File: config.mk
export PLATFORM = sky130hd
export DESIGN_NAME = ram_port_arbiter
export DESIGN_NICKNAME = d
export VERILOG_FILES = /design/src/rtl/ram_port_arbiter_pkg.sv /design/src/rtl/ram_port_arbiter_rr_arbiter.sv /design/src/rtl/ram_port_arbiter.sv
export SDC_FILE = /design/constraint.sdc
export NUM_CORES = 1
export LEC_CHECK = 0
export BUFFER_PORTS_ARGS = -buffer_cell sky130_fd_sc_hd__buf_4
export CELL_PAD_IN_SITES_DETAIL_PLACEMENT = 0
export CELL_PAD_IN_SITES_GLOBAL_PLACEMENT = 1
export CORE_AREA = 2 2 331 333
export DETAILED_ROUTE_END_ITERATION = 16
export DIE_AREA = 0 0 333 335
export PLACE_DENSITY_LB_ADDON = 0.25
export SLEW_MARGIN = 30
export SYNTH_ARGS = -nofsm -noshare
export SYNTH_HDL_FRONTEND = slang
export SYNTH_SLANG_ARGS = --single-unit
File: constraint.sdc
create_clock -name clk -period 8.95 [get_ports clk]
set_input_delay 1.79 -clock clk [delete_from_list [all_inputs] [get_ports clk]]
set_output_delay 1.79 -clock clk [all_outputs]
set_load 0.01 [all_outputs]
File: src/rtl/ram_port_arbiter_pkg.sv
// Shared definitions for ram_port_arbiter: FSM state encoding and width helpers.
package ram_port_arbiter_pkg;

  typedef enum logic [1:0] {
    ST_IDLE  = 2'd0,
    ST_ISSUE = 2'd1,
    ST_WAIT  = 2'd2,
    ST_RESP  = 2'd3
  } arb_state_t;

  // Channel-index width; a single channel still needs a 1-bit index.
  function automatic int idx_width(input int n);
    return (n > 1) ? $clog2(n) : 1;
  endfunction

  // Width of a counter running 0 .. cycles-1.
  function automatic int cnt_width(input int cycles);
    return (cycles > 1) ? $clog2(cycles) : 1;
  endfunction

endpackage

File: src/rtl/ram_port_arbiter_rr_arbiter.sv
// rr_arbiter: combinational round-robin picker; search starts at ptr+1 and wraps.
module rr_arbiter
  import ram_port_arbiter_pkg::*;
#(
  parameter int NUM_CH = 3,
  parameter int IDX_W  = idx_width(NUM_CH)
) (
  input  logic [NUM_CH-1:0] req,
  input  logic [IDX_W-1:0]  ptr,
  output logic [NUM_CH-1:0] grant,
  output logic [IDX_W-1:0]  grant_idx,
  output logic              grant_any
);

  int best_rank;

  always_comb begin
    // NOTE: every output gets a default before any branch, so no path can infer a latch.
    grant     = '0;
    grant_idx = '0;
    grant_any = 1'b0;
    best_rank = NUM_CH;
    // Rank 0 is the channel right after ptr; lowest-ranked requester wins.
    for (int i = 0; i < NUM_CH; i++) begin
      if (req[i] && (((i + NUM_CH - 1 - int'(ptr)) % NUM_CH) < best_rank)) begin
        best_rank = (i + NUM_CH - 1 - int'(ptr)) % NUM_CH;
        grant_idx = IDX_W'(i);
        grant_any = 1'b1;
      end
    end
    for (int i = 0; i < NUM_CH; i++) begin
      grant[i] = grant_any && (grant_idx == IDX_W'(i));
    end
  end

endmodule

File: src/rtl/ram_port_arbiter.sv
// ram_port_arbiter: round-robin front end for RAM port b, one access in flight at a time.
// Define RAM_ARB_REG_OUT_EN to register ram_dout once before capture (read latency +1).
module ram_port_arbiter
  import ram_port_arbiter_pkg::*;
#(
  parameter int ADDR_WIDTH  = 17,
  parameter int RAM_WIDTH   = 128,
  parameter int NUM_CH      = 3,
  parameter int RAM_LATENCY = 1
) (
  input  logic                         clk,
  input  logic                         rst,
  input  logic                         rdy,
  input  logic [NUM_CH-1:0]            req_valid,
  output logic [NUM_CH-1:0]            req_ready,
  input  logic [NUM_CH-1:0]            req_we,
  input  logic [NUM_CH*ADDR_WIDTH-1:0] req_addr,
  input  logic [NUM_CH*RAM_WIDTH-1:0]  req_wdata,
  output logic [NUM_CH-1:0]            resp_valid,
  output logic [RAM_WIDTH-1:0]         resp_rdata,
  output logic [ADDR_WIDTH-1:0]        ram_addr,
  output logic [RAM_WIDTH-1:0]         ram_din,
  output logic                         ram_we,
  input  logic [RAM_WIDTH-1:0]         ram_dout
);

  localparam int IDX_W = idx_width(NUM_CH);
`ifdef RAM_ARB_REG_OUT_EN
  localparam int LAT_CYC = RAM_LATENCY + 1;
`else
  localparam int LAT_CYC = RAM_LATENCY;
`endif
  localparam int               CNT_W    = cnt_width(LAT_CYC);
  localparam logic [CNT_W-1:0] CNT_LAST = CNT_W'(LAT_CYC - 1);

  arb_state_t            state;
  logic [IDX_W-1:0]      ptr;
  logic [IDX_W-1:0]      ch_q;
  logic                  we_q;
  logic                  ram_we_q;
  logic [CNT_W-1:0]      cnt;
  logic [NUM_CH-1:0]     win_grant;
  logic [IDX_W-1:0]      win_idx;
  logic                  win_any;
  logic                  win_we;
  logic [ADDR_WIDTH-1:0] win_addr;
  logic [RAM_WIDTH-1:0]  win_wdata;
  logic [NUM_CH-1:0]     ch_onehot;
  logic [RAM_WIDTH-1:0]  cap_data;

  rr_arbiter #(
    .NUM_CH (NUM_CH),
    .IDX_W  (IDX_W)
  ) u_rr (
    .req       (req_valid),
    .ptr       (ptr),
    .grant     (win_grant),
    .grant_idx (win_idx),
    .grant_any (win_any)
  );

  assign req_ready = (state == ST_IDLE && rdy) ? win_grant : '0;
  assign ram_we    = ram_we_q & rdy;
  assign ch_onehot = (NUM_CH)'(1) << ch_q;

  always_comb begin
    win_we    = 1'b0;
    win_addr  = '0;
    win_wdata = '0;
    for (int i = 0; i < NUM_CH; i++) begin
      if (win_grant[i]) begin
        win_we    = req_we[i];
        win_addr  = req_addr[i*ADDR_WIDTH +: ADDR_WIDTH];
        win_wdata = req_wdata[i*RAM_WIDTH +: RAM_WIDTH];
      end
    end
  end

`ifdef RAM_ARB_REG_OUT_EN
  logic [RAM_WIDTH-1:0] dout_q;

  // The RAM runs regardless of rdy, so this stage tracks it every cycle.
  always_ff @(posedge clk or posedge rst) begin
    if (rst) dout_q <= '0;
    else     dout_q <= ram_dout;
  end
  assign cap_data = dout_q;
`else
  assign cap_data = ram_dout;
`endif

  always_ff @(posedge clk or posedge rst) begin
    if (rst) begin
      state      <= ST_IDLE;
      ptr        <= IDX_W'(NUM_CH - 1);
      ch_q       <= '0;
      we_q       <= 1'b0;
      ram_we_q   <= 1'b0;
      cnt        <= '0;
      resp_valid <= '0;
      resp_rdata <= '0;
      ram_addr   <= '0;
      ram_din    <= '0;
    end else if (rdy) begin
      // NOTE: sequential state uses <= so every register samples pre-edge values.
      case (state)
        ST_IDLE: begin
          if (win_any) begin
            ch_q     <= win_idx;
            ptr      <= win_idx;
            we_q     <= win_we;
            ram_we_q <= win_we;
            ram_addr <= win_addr;
            ram_din  <= win_wdata;
            state    <= ST_ISSUE;
          end
        end
        ST_ISSUE: begin
          ram_we_q <= 1'b0;
          if (we_q) begin
            resp_valid <= ch_onehot;
            resp_rdata <= '0;
            state      <= ST_RESP;
          end else begin
            cnt   <= '0;
            state <= ST_WAIT;
          end
        end
        ST_WAIT: begin
          if (cnt == CNT_LAST) begin
            resp_valid <= ch_onehot;
            resp_rdata <= cap_data;
            state      <= ST_RESP;
          end else begin
            cnt <= cnt + 1'b1;
          end
        end
        ST_RESP: begin
          resp_valid <= '0;
          state      <= ST_IDLE;
        end
        default: state <= ST_IDLE;
      endcase
    end
  end

endmodule
==> metrics.md <==
| Metric | Value |
|---|---|
| Met2 GRT Util | 24.37% |
| Die area | around 0.11 mm² |
| Synth warn | 0 |
| Cell taking the most area after synthesis | dfrtp_1 |
| Sink Count | 283 |
| Worst skew pair latency | between 500 and 600 ps |
| Die width | 333 µm |
| CTS tree | built |
| Vias in the first global route | 16.24k |
| Max Clock Freq | between 100 and 150 MHz |
| HPWL Detailed | about 66 mm |
| Yosys reg bits | 283 |
| Global Route met1 Usage | around 17% |
| Slew @ Worst Pin | between 900 and 1000 ps |
| Fin crit share | around 96% |
| Leak | between 10 and 15 nW |
| R2R depth | 31 |
| Slew Viols, Final | 0 |
| CTS max path bufs | 3 |
| Clock Skew | around 30 ps |
| Initial antenna violation count | 20 |
| Gr busiest metal | met2 |
| Chip height | between 300 and 400 µm |
| First-pass DRT Iterations | 4 |
| Leading cell type by number of instances after synthesis | nand2_1 |
| Wire per inst | between 20 and 25 µm |
| Post-synth top cells | nand2_1 (425), dfrtp_1 (282), mux2_2 (202), inv_1 (161), mux2i_1 (153) |
| Placed Instances | between 3k and 4k |
| Worst Path Arrival | 6840 ps |
| Slew margin rel. | 38.32% |
| Power share of the combinational group | ~55% |
| Worst Hold Class | reg2reg |
| Post-DRT Antenna Nets | 0 |
| Layout area overhead | 54.22% |
| Post-synthesis net count | between 2k and 2.5k |
| CP max-delay cell | dfstp_2 |
| Crit path max fanout | 9 |
| Flop pwr share | approximately 25% |
| Clk pwr share | about a fifth |
| Post-synthesis async set-or-reset flop share | 100.0% |
| Nets | between 3k and 4k |
| Core area | roughly 0.11 mm² |
| Post-synthesis cell count | ~1.8k |
| Slowest Stage Delay on Critical Path | between 600 and 700 ps |
| GR Overflow Total | 0 |
| EDFF count, synth | 0 |
| First-pass GRT wire length | around 120 mm |
| Maximum vdd drop | 0.3296 mV |
| Max Cap Viol | 0 |
| GP Congestion | between 0.8 and 0.9 |
| Port Buffers | between 800 and 900 |
| Drt drc | 0 |
| Internal | between 4 and 5 mW |
| CTS clk-pin slew, worst paths | approximately 60 ps |
| NetSw | around 3.2 mW |
| H-Tree Depth | 2 |
| Placed Area | 0.02523 mm² |
| Yosys cell types | 73 |
| Outcome | finished clean |
| All-Layer GR Usage | 14.41% |
| Synth top area share | 40.65% |
| Final min period | 8634 ps |
| Setup CP Type | reg2out |
| CTS buffer count | 39 |
| Synth Flop Type | dfrtp_1 |
| Register area share after synthesis | around two fifths |
| Final setup viols | 0 |
| Final WL | ~84 mm |
| Fin cells | 4052 |
| Synth Cell Area | about 0.017 mm² |
| Pin count of the biggest net entering global routing | ~220 |
| TNS Setup | 0 ps |
| Min Hold Slack | roughly 480 ps |
| Hold Path Depth | 2 |
| Starting Density | between 15 and 20% |
| Share of layout cells above drive strength 1 | between 40% and 50% |
| Vias per cell | between 3 and 4 |
| Worst Setup End Kind | primary output |
| Setup crit start kind | flop |
| # rows | between 100 and 150 |
| Boundary Pins | around 850 |
| Sw Share | 38.99% |
| Top cells by area, synth | dfrtp_1 (41%), mux2_2 (13%), nand2_1 (9.2%) |
| Hold Violations, Final | 0 |
| DRT iter0 DRCs | around 640 |
| Final Instance Area | 0.02677 mm² |
| CTS root buf | clkbuf_16 |
| Pwr dens | just over 300 mW/mm² |
| Mean Syn Cell Area | between 9 and 10 µm² |
| Worst path required time | ~7000 ps |
| Total number of vias | 15.83k |
| M3 GR Usage | between 5 and 6% |
## power by group through the flow
stage / clock [mW] / combinational [mW] / sequential, mW
floorplan: 0 / 2.54 / 2.28
global placement: 0 / 4.54 / 2.09
detailed placement: 0 / 4.53 / 2.10
CTS: 1.70 / 4.55 / 2.09
global route: 1.74 / 4.87 / 2.15
finish: 1.62 / 4.49 / 2.08
## registers in the layout (all words and copies together) (netlist names)
| register | flops |
|---|---|
| resp_valid | 3 |
| state | 2 |
| ram_we_q | 1 |
| we_q | 1 |
| ram_din | 128 |
| ch_q | 1 |
| resp_rdata | 128 |
| ptr | 2 |
| ram_addr | 17 |
## layout by cell type (no fill, tap or decap), types with 3 or more instances in the layout
| cell | Yosys | final |
|---|---|---|
| o211ai_1 | 6 | 6 |
| bufinv_16 | 0 | 4 |
| nand2_1 | 425 | 424 |
| inv_1 | 161 | 160 |
| dfrtp_1 | 282 | 281 |
| nand4_1 | 6 | 6 |
| mux2_4 | 56 | 56 |
| nor2b_1 | 6 | 5 |
| and3_1 | 5 | 5 |
| mux2_1 | 35 | 35 |
| ha_2 | 0 | 3 |
| nand3b_1 | 3 | 3 |
| a21oi_2 | 2 | 4 |
| nand3_1 | 10 | 9 |
| nor2_1 | 16 | 16 |
| o2bb2ai_1 | 3 | 3 |
| o21ai_0 | 145 | 144 |
| diode_2 | 0 | 10 |
| clkinv_2 | 0 | 6 |
| nand2b_1 | 6 | 6 |
| buf_4 | 9 | 891 |
| o21a_1 | 4 | 3 |
| ha_1 | 23 | 17 |
| clkbuf_8 | 0 | 4 |
| and2_1 | 6 | 5 |
| mux2i_1 | 153 | 152 |
| a211o_1 | 7 | 7 |
| ha_4 | 0 | 3 |
| clkbuf_16 | 0 | 40 |
| a21o_1 | 8 | 8 |
| a32o_1 | 3 | 3 |
| buf_12 | 0 | 6 |
| nand2_2 | 2 | 3 |
| a21oi_1 | 22 | 20 |
| mux2_2 | 202 | 202 |
| clkbuf_1 | 62 | 9 |
| nor3_1 | 6 | 5 |
## kinds of logic (layout without fill, tap and decap cells)
| logic type | after synthesis | count (layout) | synth area share (%) |
|---|---|---|---|
| other | 0 | 10 | 0 |
| buffers and inverters | 287 | 1127 | 7.632 |
| AO/OA/AOI/OAI | 240 | 240 | 8.779 |
| AND/OR/NAND/NOR | 506 | 506 | 11.94 |
| flip-flops | 283 | 283 | 40.80 |
| multiplexers | 446 | 446 | 29.04 |
| adder cells (fa/ha/maj) | 23 | 23 | 1.658 |
| XOR/XNOR | 3 | 3 | 0.1514 |
## timing repair
item,CTS,global route
buffers inserted,1,8
pin swaps,0,15
endpoints found under the setup margin,3,3
resized for setup,6,28
hold buffers,0,0
## area by class of cell
class                           instances  area [µm²]
Sequential cell                       283        7084
Antenna cell                           10       25.02
Tap cell                             1414        1769
Multi-Input combinational cell       1218        9173
Inverter                              162       616.8
Fill cell                           11981       81320
Timing Repair Buffer                  899        6832
Clock inverter                         13       183.9
Clock buffer                           53        1090
## routing by layer
layer  wire length [µm]  vias to the layer above
met5                 54                        -
met4               2485                        8
met3               7457                      108
met2              41190                      580
met1              33040                     7480
li1                   -                     7652
## worst max-delay path: cells and delay by family (launching register included)
kind / cells / cell delay (ps)
flip-flops: 1 / 610
adder cells (fa/ha/maj): 3 / 810
multiplexers: 2 / 360
buffers and inverters: 2 / 260
AND/OR/NAND/NOR: 9 / 1440
AO/OA/AOI/OAI: 11 / 2540
XOR/XNOR: 1 / 230
## final timing paths
kind,endpoint,slack (ps),from
setup / recovery,req_ready[0],320,ptr[1]
hold / removal,resp_rdata[112],480,resp_rdata[112]
setup reg to reg,ram_din[107],890,ptr[1]
hold reg to reg,resp_rdata[112],480,resp_rdata[112]
max in group asynchronous,ram_din[93],6020,rst
min in group asynchronous,resp_rdata[93],1240,rst
## per-stage QoR
| stage | power, mW | util (%) | setup WS (ps) |
|---|---|---|---|
| after CTS | 8.332 | 24.56 | 9.342 |
| after detailed placement | 6.628 | 23.34 | 298.9 |
| after global routing | 8.762 | 24.77 | -18.38 |
| after global placement | 6.629 | 23.34 | 379.5 |
| after floorplan | 4.819 | - | 30.04 |
| final | 8.190 | 24.77 | 316.3 |
Note: power is estimated with default switching activity, not from simulation.
